### config.mk
export PLATFORM = sky130hd
export DESIGN_NAME = uart_rx_buffer
export DESIGN_NICKNAME = d
export VERILOG_FILES = /design/src/rtl/uart_rx_buffer.sv
export SDC_FILE = /design/constraint.sdc
export NUM_CORES = 1
export LEC_CHECK = 0
export ABC_AREA = 0
export BUFFER_PORTS_ARGS = -buffer_cell sky130_fd_sc_hd__clkbuf_2
export CAP_MARGIN = 20
export CORE_MARGIN = 2
export CORE_UTILIZATION = 38
export DETAILED_ROUTE_END_ITERATION = 10
export SKIP_LAST_GASP = 1
export SYNTH_ARGS = -nofsm -noshare
export SYNTH_HDL_FRONTEND = slang
export SYNTH_SLANG_ARGS = --single-unit
### constraint.sdc
create_clock -name i_clk -period 5.4 [get_ports i_clk]
set_input_delay 0.27 -clock i_clk [delete_from_list [all_inputs] [get_ports i_clk]]
set_output_delay 0.27 -clock i_clk [all_outputs]
set_load 0.05 [all_outputs]
### src/rtl/uart_rx_buffer.sv
// rtl/uart_rx_buffer.sv - 8N1 UART receiver feeding a small first-word-fall-through FIFO
// Sticky overrun/framing flags record frames that were dropped or arrived corrupt.
module uart_rx_buffer #(
    parameter logic [23:0] CLOCKS_PER_BAUD = 24'd2604,
    parameter int          FIFO_LG         = 2
) (
    input  logic               i_clk,
    input  logic               i_reset,
    input  logic               i_uart_rx,
    input  logic               i_rd,
    input  logic               i_clr_err,
    output logic [7:0]         o_data,
    output logic               o_valid,
    output logic [FIFO_LG:0]   o_count,
    output logic               o_overrun,
    output logic               o_frame_err
);

    localparam int               DEPTH       = 1 << FIFO_LG;
    localparam logic [23:0]      HALF_RELOAD = (CLOCKS_PER_BAUD >> 1) - 24'd1;
    localparam logic [23:0]      FULL_RELOAD = CLOCKS_PER_BAUD - 24'd1;
    localparam logic [FIFO_LG:0] FULL_COUNT  = {1'b1, {FIFO_LG{1'b0}}};

    typedef enum logic [2:0] {
        S_IDLE,
        S_START,
        S_DATA,
        S_STOP,
        S_BREAK
    } state_t;

    logic               sync1_q;
    logic               rx_s_q;
    state_t             state_q;
    logic [23:0]        baud_q;
    logic [2:0]         bit_idx_q;
    logic [7:0]         shift_q;
    logic               push_q;

    logic [7:0]         mem_q [DEPTH];
    logic [FIFO_LG-1:0] wr_ptr_q, wr_ptr_d;
    logic [FIFO_LG-1:0] rd_ptr_q, rd_ptr_d;
    logic [FIFO_LG:0]   count_q, count_d;
    logic               overrun_q, overrun_d;
    logic               frame_err_q, frame_err_d;

    logic               baud_zero;
    logic               frame_evt;
    logic               pop;
    logic               full;
    logic               wr_en;
    logic               overrun_evt;

    always_ff @(posedge i_clk or posedge i_reset) begin
        if (i_reset) begin
            sync1_q <= 1'b1;
            rx_s_q  <= 1'b1;
        end else begin
            sync1_q <= i_uart_rx;
            rx_s_q  <= sync1_q;
        end
    end

    assign baud_zero = (baud_q == 24'd0);
    assign frame_evt = (state_q == S_STOP) && baud_zero && !rx_s_q;

    // Leaving STOP at mid-stop-bit lets a following start edge be caught at full baud.
    always_ff @(posedge i_clk or posedge i_reset) begin
        if (i_reset) begin
            state_q   <= S_IDLE;
            baud_q    <= 24'd0;
            bit_idx_q <= 3'd0;
            shift_q   <= 8'h00;
            push_q    <= 1'b0;
        end else begin
            push_q <= 1'b0;
            case (state_q)
                S_IDLE: begin
                    if (!rx_s_q) begin
                        baud_q  <= HALF_RELOAD;
                        state_q <= S_START;
                    end
                end
                S_START: begin
                    if (baud_zero) begin
                        baud_q <= FULL_RELOAD;
                        if (rx_s_q) begin
                            state_q <= S_IDLE;
                        end else begin
                            bit_idx_q <= 3'd0;
                            state_q   <= S_DATA;
                        end
                    end else begin
                        baud_q <= baud_q - 24'd1;
                    end
                end
                S_DATA: begin
                    if (baud_zero) begin
                        baud_q             <= FULL_RELOAD;
                        shift_q[bit_idx_q] <= rx_s_q;
                        if (bit_idx_q == 3'd7) begin
                            state_q <= S_STOP;
                        end else begin
                            bit_idx_q <= bit_idx_q + 3'd1;
                        end
                    end else begin
                        baud_q <= baud_q - 24'd1;
                    end
                end
                S_STOP: begin
                    if (baud_zero) begin
                        baud_q <= FULL_RELOAD;
                        if (rx_s_q) begin
                            push_q  <= 1'b1;
                            state_q <= S_IDLE;
                        end else begin
                            state_q <= S_BREAK;
                        end
                    end else begin
                        baud_q <= baud_q - 24'd1;
                    end
                end
                S_BREAK: begin
                    if (rx_s_q) begin
                        state_q <= S_IDLE;
                    end
                end
                default: state_q <= S_IDLE;
            endcase
        end
    end

    assign pop         = i_rd && (count_q != '0);
    assign full        = (count_q == FULL_COUNT);
    assign wr_en       = push_q && (!full || pop);
    assign overrun_evt = push_q && full && !pop;

    always_comb begin
        wr_ptr_d = wr_ptr_q;
        rd_ptr_d = rd_ptr_q;
        count_d  = count_q;
        if (wr_en) begin
            wr_ptr_d = wr_ptr_q + 1'b1;
        end
        if (pop) begin
            rd_ptr_d = rd_ptr_q + 1'b1;
        end
        if (wr_en && !pop) begin
            count_d = count_q + 1'b1;
        end else if (pop && !wr_en) begin
            count_d = count_q - 1'b1;
        end
        // A new error in the same cycle as the clear keeps the flag set.
        overrun_d   = (overrun_q & ~i_clr_err) | overrun_evt;
        frame_err_d = (frame_err_q & ~i_clr_err) | frame_evt;
    end

    always_ff @(posedge i_clk or posedge i_reset) begin
        if (i_reset) begin
            wr_ptr_q    <= '0;
            rd_ptr_q    <= '0;
            count_q     <= '0;
            overrun_q   <= 1'b0;
            frame_err_q <= 1'b0;
        end else begin
            wr_ptr_q    <= wr_ptr_d;
            rd_ptr_q    <= rd_ptr_d;
            count_q     <= count_d;
            overrun_q   <= overrun_d;
            frame_err_q <= frame_err_d;
        end
    end

    always_ff @(posedge i_clk) begin
        if (wr_en) begin
            mem_q[wr_ptr_q] <= shift_q;
        end
    end

    assign o_valid     = (count_q != '0);
    assign o_data      = o_valid ? mem_q[rd_ptr_q] : 8'h00;
    assign o_count     = count_q;
    assign o_overrun   = overrun_q;
    assign o_frame_err = frame_err_q;

endmodule
==> metrics.yaml, run 1 <==
status:
  status: "finished, final reports clean"
floorplanning:
  core_area_um2: 10180
  die_w_um: 105.7
  die-area_um2: 11170
  fp-row-count: 37
  die_h_um: 105.7
  start_util: 0.3859
  num_io_pins: 19
timing:
  hold_viol_final: 0
  rsz0062_at_grt: "no"
  maxSlewViolCount: 0
  worst_slew_pin_slew_ns: 1.021
  finalSetupViolations: 0
  tns_ns: 0
  timing.final.crit_share: 0.5217
  finalClockSkew_ns: 0.01180
  slew_headroom: 0.3196
  fin_crit_ns: 2.817
  clock.fmax_mhz: 355.0
  holdWs_ns: 0.1097
synthesis:
  netlist_area_um2: 3930
  synth_edf_count: 32
  synth_ff_type: "dfrtp_1"
  yosysWarnings: 0
  synthArstFlopShare: 0.6098
  synth_cells: 339
  syn_avg_cell_area_um2: 11.59
  ys_seq_elements: 82
  seq_area_frac_synth: 0.5635
  synth_nets: 353
  synth_cell_types: 52
routing:
  firstDrtPassIters: 4
  ant_nets: 0
  wl_per_cell_um: 15.25
  drt_iter0_markers: 104
  drc: 0
  vias: 2684
  wl_um: 7519
  routed_via_density: 5.444
final_layout:
  layout-drive-gt1-share: 0.1765
  fillCellCount: 983
  multi_input_area_um2: 1579
  nets: 366
  regArea_um2: 2215
  synthToLayoutAreaGrowth_pct: 10.51
  diodes: 0
worst_setup_path:
  critical_path_buf_inv_count: 1
  critPathLaunchType: "register"
  critical_path_arrival_ns: 3.06
  worst-path-max-fanout: 14
  cpPeakStageDelay_ns: 0.54
  required_ns: 5.64
  endpoint: "shift_q[0]"
  critPathKind: "reg2reg"
  rr_worst_depth: 7
  path_delay_family: "simple AND/OR/NAND/NOR gates"
  worst_setup_path_end_kind: "register"
  crit_chain: "inv_1 -> ha_1 -> or3b_2 -> nor4_4 -> nand2_2 -> nor4b_1 -> mux2_2"
  rrSetupSlack_ns: 2.58
  regToRegStartpoint: "baud_q[0]"
  crit_cells: 7
  critPathLaunch: "baud_q[0]"
  slowest_stage: "or3b_2"
  r2r-end: "shift_q[0]"
place:
  dp_hpwl_um: 5067
  port_buffers: 18
  gp_congestion: 0.7816
flow_run:
  cap_viol_max_count: 0
clock_network:
  clkLatencyLatePin_ns: 0.36
  cts_tree: "yes"
  clkTransAtPathRegs_ns: 0.08
  numCtsBuffers: 9
  cts.sinks: 82
  cts_max_level: 3
  max-clock-path-buffers: 2
  cts_setup_buffers: 0
  cts_root_buffer: "clkbuf_8"
  postCtsResizedCells: 0
power_and_ir_drop:
  vdd_drop_max_v: 0.0001389
  power_density_nw_per_um2: 249.4
  power.leakage_nw: 1.823
grt:
  antenna_found_initial: 0
  track_usage: 0.1473
  first_global_vias: 2635
  grt_max_degree: 51
  grt_pass1_wl_um: 13080
  overflow: 0
hold_path:
  worstHoldPathType: "in2reg"
-- worst min path at each step --
stage | start | endpoint | depth (start not counted)
final | i_clr_err | o_overrun | 2
after detailed placement | sync1_q | rx_s_q | 0
after floorplan | i_uart_rx | sync1_q | 0
after global routing | i_clr_err | o_overrun | 2
after CTS | i_clr_err | o_overrun | 2
after global placement | sync1_q | rx_s_q | 0
-- logic make-up (layout without fill, tap and decap cells) --
logic type,count (synthesis),in the layout,synth area share
simple gates,123,123,0.1812
flops,82,82,0.5635
compound gates,64,64,0.09743
buf+inv,35,53,0.03470
mux,20,20,0.07927
fa+ha+maj,9,9,0.03056
xor+xnor,6,6,0.01337
-- flip-flops by register name (all words and copies together) (netlist names) --
signal	count
rd_ptr_q	2
o_overrun	1
o_frame_err	1
shift_q	8
wr_ptr_q	2
rx_s_q	1
state_q	3
o_count	3
mem_q	32
baud_q	24
bit_idx_q	3
push_q	1
sync1_q	1
-- layout by cell type (no fill, tap or decap), types with 2 or more instances in the layout --
cell / count
or3_1: 7
and2_1: 13
nand2_1: 22
o21ai_0: 20
or3b_2: 2
or4_1: 9
mux2_2: 9
mux2i_1: 3
ha_1: 8
clkinv_2: 2
clkbuf_2: 18
dlygate4sd3_1: 2
clkbuf_8: 9
nor2b_1: 3
nor3_1: 11
clkinv_4: 2
dfstp_2: 2
a21oi_1: 23
mux4_2: 8
xor2_1: 2
xnor2_1: 4
dfrtp_1: 48
inv_1: 15
nor4_4: 2
a22o_1: 2
nor4b_1: 2
nor2_1: 20
nand3_1: 12
nand4_1: 2
edfxtp_1: 32
and3_1: 2
o211ai_1: 5
a21o_1: 2
nor4_1: 5
nor3b_1: 3
o22ai_1: 2
-- area by class of cell --
class,count,share of cell area
clock buffers,11,0.03515
clock inverters,5,0.008355
inverters,16,0.01383
multi-input cells,222,0.3636
flip-flops and latches,82,0.5099
well taps,136,0.03918
repair buffers,21,0.02996
-- cell usage after synthesis (2+ instances only) --
library cell   n  share of area
dfrtp_1       48           0.31
edfxtp_1      32           0.24
nor3b_1        3         0.0057
nor2_1        20          0.019
nor4_1         5         0.0080
o211ai_1       5         0.0096
o21ai_0       20          0.025
nand2_1       22          0.021
nand3_1       12          0.015
a21oi_1       23          0.029
nor4_4         2          0.011
nor3_1        11          0.014
ha_1           8          0.025
nand4_1        2         0.0032
and2_1        13          0.021
or3b_2         2         0.0045
xor2_1         2         0.0045
nor4b_1        2         0.0045
and3_1         2         0.0032
nor2b_1        3         0.0048
xnor2_1        4         0.0089
mux4_2         8          0.046
mux2i_1        3         0.0076
or4_1          9          0.017
dfstp_2        2          0.013
a21o_1         2         0.0038
o22ai_1        2         0.0032
mux2_2         9          0.026
clkbuf_1      15          0.014
or3_1          7          0.011
inv_1         16          0.015
buf_2          4         0.0051
a22o_1         2         0.0045
-- routing by layer --
layer / wire length, um / global-route usage
met1: 3499 / 0.1917
met2: 3704 / 0.2465
met3: 167 / 0.02597
met4: 147 / 0.05451
met5: 0 / 0
-- what timing repair did --
action / in CTS / in global routing
hold buffers: 1 / 1
endpoints found under the setup margin: 0 / 0
hold endpoints to repair: 1 / 8
-- power by group --
part           internal (W)  switching, W  total [W]
clock              0.000197      0.000227   0.000424
sequential         0.000644    0.00000192   0.000646
combinational    0.00000400    0.00000910  0.0000131
total              0.000845      0.000238    0.00108
-- stage by stage --
stage            util  instance area [um2]  setup slack (ns)  cells  total power (W)
2_1_floorplan       -                 3930             3.016    339        0.0006649
3_5_place_dp   0.4039                 4114             2.625    474        0.0006701
5_1_grt        0.4264                 4343             2.406    493         0.001121
3_3_place_gp   0.4039                 4114             2.742    474        0.0006701
6_report       0.4264                 4343             2.583    493         0.001083
4_1_cts        0.4235                 4313             2.602    491         0.001091
(Power assumes the default switching activity.)
==> run 2: changes to the inputs <==
Settings changed: ABC_AREA 0 to 1.
Clock period 5.4 ns to 2.6 ns, I/O delays scaled along.
==> metrics.yaml, run 2 <==
timing:
  timing.final.crit_share: 0.8539
  hold_viol_final: 0  # unchanged
  finalSetupViolations: 0  # unchanged
  slew_headroom: 0.5667  # was 0.3196
  rsz0062_at_grt: "no"  # unchanged
  clock.fmax_mhz: 450.4
  tns_ns: 0  # unchanged
  fin_crit_ns: 2.220
  maxSlewViolCount: 0  # unchanged
  holdWs_ns: 0.09930  # was 0.1097 ns
  finalClockSkew_ns: 0.01222  # was 0.01180 ns
  worst_slew_pin_slew_ns: 0.6500  # was 1.021 ns
grt:
  grt_max_degree: 27  # was 51
  grt_pass1_wl_um: 13750  # was 13080 um
  overflow: 0  # unchanged
  track_usage: 0.1530  # was 0.1473
  antenna_found_initial: 0  # unchanged
  first_global_vias: 2933  # was 2635
synthesis:
  synth_nets: 489  # was 353
  synth_top_family_by_area: "simple AND/OR/NAND/NOR gates"  # unchanged
  synthAdderAreaFrac: 0.02852  # was 0.03056
  yosys-top-cells-area: "dfrtp_1 29%, edfxtp_1 23%, nand2_1 7.0%"  # was dfrtp_1 31%, edfxtp_1 24%, mux4_2 4.6%
  yosysWarnings: 0  # unchanged
  synth_edf_count: 32  # unchanged
  syn_avg_cell_area_um2: 8.866  # was 11.59 um2
  seq_area_frac_synth: 0.5258  # was 0.5635
  synth_compound_area_frac: 0.08140  # was 0.09742
  synth-simple-area-share: 0.2659  # was 0.1812
  synth_cells: 475  # was 339
  ys_seq_elements: 82  # unchanged
  yosys.area.top_type_share: 0.2852  # was 0.3056
  synthXorXnorAreaFrac: 0.02496  # was 0.01337
  netlist_area_um2: 4212  # was 3930 um2
  synth_cell_types: 41  # was 52
  synth_common_cells: "78 x nand2_1, 78 x nor2_1, 57 x inv_1"  # was 48 x dfrtp_1, 32 x edfxtp_1, 23 x a21oi_1
  synth_top_cell_by_area: "dfrtp_1"  # unchanged
  synthArstFlopShare: 0.6098  # unchanged
  synth_ff_type: "dfrtp_1"  # unchanged
  synthMuxAreaShare: 0.002674  # was 0.07927
flow_run:
  cap_viol_max_count: 0  # unchanged
routing:
  drc: 0  # unchanged
  vias: 3112  # was 2684
  ant_nets: 0  # unchanged
  routed_via_density: 4.780  # was 5.444
  firstDrtPassIters: 4  # unchanged
  drt_iter0_markers: 218  # was 104
  wl_per_cell_um: 12.75  # was 15.25 um
  wl_um: 8302  # was 7519 um
floorplanning:
  core_area_um2: 10840  # was 10180 um2
  die_h_um: 109.3  # was 105.7 um
  start_util: 0.3885  # was 0.3859
  num_io_pins: 19  # unchanged
  fp-row-count: 38  # was 37
  die-area_um2: 11940  # was 11170 um2
  die_w_um: 109.3  # was 105.7 um
power_and_ir_drop:
  internal_power_w: 0.001983  # was 0.0008449 W
  power.leakage_nw: 2.231  # was 1.823 nW
  power_density_nw_per_um2: 698.3  # was 249.4 nW/um2
  combPwrFrac: 0.293  # was 0.012
  vdd_drop_max_v: 0.0004946  # was 0.0001389 V
  p_seq_frac: 0.455  # was 0.596
  switching_share: 0.3931  # was 0.2199
  switching_power_w: 0.001285  # was 0.0002382 W
  pwr-share-clk: 0.252  # was 0.392
worst_setup_path:
  crit_cells: 5  # was 7
  slowest_stage: "dfrtp_1"  # was or3b_2
  path_delay_family: "buffers and inverters"  # was simple AND/OR/NAND/NOR gates
  rrSetupSlack_ns: 0.48  # was 2.58 ns
  rr_worst_depth: 8  # was 7
  required_ns: 2.47  # was 5.64 ns
  r2r-end: "o_count[1]"  # was shift_q[0]
  critical_path_arrival_ns: 2.09  # was 3.06 ns
  critPathLaunchType: "register"  # unchanged
  critPathLaunch: "rd_ptr_q[1]"  # was baud_q[0]
  crit_chain: "clkinv_1 -> nor2_1 -> o21ai_0 -> a21oi_1 -> clkbuf_2"  # was inv_1 -> ha_1 -> or3b_2 -> nor4_4 -> nand2_2 -> nor4b_1 -> mux2_2
  cpPeakStageDelay_ns: 0.58  # was 0.54 ns
  endpoint: "o_data[7]"  # was shift_q[0]
  worst-path-max-fanout: 9  # was 14
  worst_setup_path_end_kind: "output port"  # was register
  regToRegStartpoint: "o_count[0]"  # was baud_q[0]
  critPathKind: "reg2out"  # was reg2reg
  critical_path_buf_inv_count: 2  # was 1
final_layout:
  layout_commonest_cell: "nor2_1"  # was dfrtp_1
  reg_top3: "mem_q (32), baud_q (24), shift_q (8)"  # unchanged
  synthToLayoutAreaGrowth_pct: 11.11  # was 10.51%
  largest_reg_flops: 32  # unchanged
  final_cell_mix: "78 x nor2_1, 77 x nand2_1, 56 x inv_1"  # was 48 x dfrtp_1, 32 x edfxtp_1, 23 x a21oi_1
  nets: 520  # was 366
  layout-drive-gt1-share: 0.1624  # was 0.1765
  diodes: 0  # unchanged
  regMostFlops: "mem_q"  # unchanged
clock_network:
  cts_tree: "yes"  # unchanged
  cts_max_level: 3  # unchanged
  numCtsBuffers: 9  # unchanged
  max-clock-path-buffers: 2  # unchanged
  clkLatencyLatePin_ns: 0.37  # was 0.36 ns
  clkTransAtPathRegs_ns: 0.08  # about the same
  cts.sinks: 82  # unchanged
  cts_setup_buffers: 0  # unchanged
  cts_root_buffer: "clkbuf_8"  # unchanged
place:
  dp_hpwl_um: 5946  # was 5067 um
  gp_congestion: 0.8449  # was 0.7816
  port_buffers: 18  # unchanged
hold_path:
  worstHoldPathType: "in2reg"  # unchanged
  min_from: "i_rd"  # was i_clr_err
status:
  status: "finished, final reports clean"  # unchanged
==> run 2: changes by cell type after synthesis, moves of 9 or more <==
cell / change
or4_1: -9
nand3_1: +25
o21ai_0: +15
nand2_1: +56
xor2_1: +9
clkbuf_1: -14
inv_1: +41
and2_1: -12
nor2_1: +58
==> run 2: kinds of logic after synthesis <==
logic type               count (synthesis)
XOR/XNOR                                12
AND/OR/NAND/NOR                        236
adder cells (fa/ha/maj)                  9
AO/OA/AOI/OAI                           63
multiplexers                             1
flip-flops                              82
buffers and inverters                   72
==> run 2: repair_timing <==
action,4_1_cts,5_1_grt
hold endpoints to repair,25,0
hold buffers,3,0
resized for setup,0,0
==> run 2: final cells by class <==
type                       count  area [um2]
fill                        1061        6161
sequential                    82        2217
multi-input combinational    321        1702
inverter                      64       242.7
tap                          140       175.2
timing repair buffer          28       172.7
clock buffer                  10       127.6
clock inverter                 6       42.54
==> run 2: worst min-delay path by stage <==
stage,slack (ns),cells past startpoint,end
after floorplan,0.13,0,sync1_q
after global placement,0.19,2,baud_q[3]
after detailed placement,0.20,2,baud_q[3]
after CTS,0.08,4,o_overrun
after global routing,0.11,4,o_overrun
final,0.1,4,o_overrun
==> run 2: worst min-delay path: cells and delay by family <==
kind / cells / cell delay, ns
buffers and inverters: 2 / 0.12
AOI/OAI and AO/OA: 1 / 0.08
and+or+nand+nor: 1 / 0.10
==> run 2: per-stage QoR <==
stage | cell area [um2] | utilization | power, W | worst slack (ns) | instances
after global placement | 4479 | 0.4132 | 0.002463 | 0.5412 | 632
after CTS | 4679 | 0.4317 | 0.003307 | 0.3654 | 651
after global routing | 4679 | 0.4317 | 0.003451 | 0.2673 | 651
after detailed placement | 4479 | 0.4132 | 0.002476 | 0.4649 | 632
final | 4679 | 0.4317 | 0.003268 | 0.3800 | 651
after floorplan | 4217 | - | 0.002263 | 0.03540 | 475
==> run 2: layer usage <==
metal,share of wire,track usage
met4,0.0077,0.05787
met3,0.043,0.04603
met2,0.48,0.2587
met5,0,0
met1,0.47,0.1835
==> run 2: power groups by stage <==
stage	clock network [W]	registers, W	logic, W
3_3_place_gp	0	0.00151	0.000951
6_report	0.000824	0.00149	0.000957
3_5_place_dp	0	0.00152	0.000961
2_1_floorplan	0	0.00152	0.000739
5_1_grt	0.000909	0.00150	0.00104
4_1_cts	0.000851	0.00149	0.000968
==> run 3: changes to the inputs <==
Settings changed: CORE_UTILIZATION 38 to 40.
==> metrics.yaml, run 3 (same netlist as run 2, synthesis figures left out) <==
routing:
  routed_via_density: 4.824  # was 4.780
  drt_iter0_markers: 116  # was 218
  vias: 3116  # was 3112
  wl_per_cell_um: 12.97  # was 12.75 um
  ant_nets: 0  # unchanged
  drc: 0  # unchanged
  wl_um: 8381  # was 8302 um
  firstDrtPassIters: 5  # was 4
timing:
  timing.final.crit_share: 0.8517  # was 0.8539
  fin_crit_ns: 2.214  # was 2.220 ns
  layout_setup_ws_ns: 0.3857  # was 0.3800 ns
  slew_headroom: 0.5797  # was 0.5667
  maxSlewViolCount: 0  # unchanged
  finalSetupViolations: 0  # unchanged
  worst_slew_pin_slew_ns: 0.6305  # was 0.6500 ns
  hold_viol_final: 0  # unchanged
  finalClockSkew_ns: 0.009917  # was 0.01222 ns
  clock.fmax_mhz: 451.6  # was 450.4 MHz
  rsz0062_at_grt: "no"  # unchanged
  tns_ns: 0  # unchanged
final_layout:
  final_cell_mix: "78 x nor2_1, 77 x nand2_1, 56 x inv_1"  # unchanged
  regMostFlops: "mem_q"  # unchanged
  nets: 519  # was 520
  reg_top3: "mem_q (32), baud_q (24), shift_q (8)"  # unchanged
  layout-drive-gt1-share: 0.1627  # was 0.1624
  synthToLayoutAreaGrowth_pct: 11.29  # was 11.11%
  diodes: 0  # unchanged
  layout_commonest_cell: "nor2_1"  # unchanged
  largest_reg_flops: 32  # unchanged
floorplanning:
  start_util: 0.4098  # was 0.3885
  die_w_um: 106.6  # was 109.3 um
  fp-row-count: 37  # was 38
  core_area_um2: 10280  # was 10840 um2
  die_h_um: 106.6  # was 109.3 um
  num_io_pins: 19  # unchanged
  die-area_um2: 11370  # was 11940 um2
grt:
  overflow: 0  # unchanged
  antenna_found_initial: 0  # unchanged
  grt_pass1_wl_um: 14190  # was 13750 um
  grt_max_degree: 29  # was 27
  first_global_vias: 2992  # was 2933
  track_usage: 0.1596  # was 0.1530
worst_setup_path:
  worst_setup_path_end_kind: "output port"  # unchanged
  critPathKind: "reg2out"  # unchanged
  cpPeakStageDelay_ns: 0.57  # was 0.58 ns
  worst-path-max-fanout: 9  # unchanged
  crit_chain: "clkinv_1 -> nor2_1 -> o21ai_0 -> a21oi_1 -> clkbuf_2"  # unchanged
  critical_path_arrival_ns: 2.08  # was 2.09 ns
  slowest_stage: "dfrtp_1"  # unchanged
  critPathLaunchType: "register"  # unchanged
  required_ns: 2.47  # about the same
  rrSetupSlack_ns: 0.50  # was 0.48 ns
clock_network:
  cts.sinks: 82  # unchanged
  cts_tree: "yes"  # unchanged
  cts_setup_buffers: 0  # unchanged
  cts-hold-fix-buffers: 3  # unchanged
  max-clock-path-buffers: 2  # unchanged
  clkTransAtPathRegs_ns: 0.09  # was 0.08 ns
  clkLatencyLatePin_ns: 0.36  # was 0.37 ns
  cts_root_buffer: "clkbuf_8"  # unchanged
  postCtsResizedCells: 0  # unchanged
  cts_max_level: 3  # unchanged
  numCtsBuffers: 9  # unchanged
power_and_ir_drop:
  vdd_drop_max_v: 0.0005147  # was 0.0004946 V
  power_density_nw_per_um2: 715.0  # was 698.3 nW/um2
  power.leakage_nw: 2.236  # was 2.231 nW
place:
  dp_slack_ns: 0.4866  # was 0.4649 ns
  dp_hpwl_um: 5949  # was 5946 um
  gp_congestion: 0.8705  # was 0.8449
  port_buffers: 18  # unchanged
flow_run:
  cap_viol_max_count: 0  # unchanged
hold_path:
  worstHoldPathType: "in2reg"  # unchanged
status:
  status: "finished, final reports clean"  # unchanged
[run 3: worst paths after layout]
check                       startpoint         end  depth (start not counted)
setup / recovery           rd_ptr_q[1]   o_data[2]                          5
hold / removal                    i_rd   o_overrun                          4
setup reg to reg            o_count[0]  o_count[1]                          8
hold reg to reg                sync1_q      rx_s_q                          0
max in group asynchronous      i_reset      rx_s_q                          4
min in group asynchronous      i_reset  o_count[0]                          3
[run 3: critical path: cells and delay by family, from the launching register on]
family                 cells  cell delay [ns]
buffers and inverters      2             0.69
DFF                        1             0.57
AOI/OAI and AO/OA          2             0.27
and+or+nand+nor            1             0.19
[run 3: cell type report]
cell class / count / area (um2)
fillers: 1004 / 5590
flip-flops and latches: 82 / 2217
multi-input cells: 321 / 1702
inverters: 64 / 242.7
well taps: 136 / 170.2
repair buffers: 27 / 165.2
clock buffers: 9 / 123.9
clock inverters: 7 / 66.31
[run 3: per-stage QoR]
stage	std cells	hold slack [ns]	instance area (um2)	utilization	total power, W
4_1_cts	646	0.08629	4687	0.4561	0.003388
3_5_place_dp	627	0.1837	4467	0.4346	0.002481
2_1_floorplan	475	0.1345	4217	-	0.002263
3_3_place_gp	627	0.1792	4467	0.4346	0.002461
5_1_grt	646	0.1153	4687	0.4561	0.003527
6_report	646	0.09357	4687	0.4561	0.003351
[run 3: power breakdown]
part	switching, W	internal [W]	total (W)
sequential	0.000103	0.00138	0.00149
combinational	0.000709	0.000251	0.000960
clock	0.000532	0.000374	0.000905
total	0.00134	0.00201	0.00335
[run 3: per-layer routing]
layer / track usage / up-vias / part of all wire
met5: 0 / - / 0
met4: 0.05566 / 0 / 0.019
met3: 0.03647 / 13 / 0.029
met2: 0.2625 / 45 / 0.48
met1: 0.2079 / 1458 / 0.47
li1: - / 1600 / -
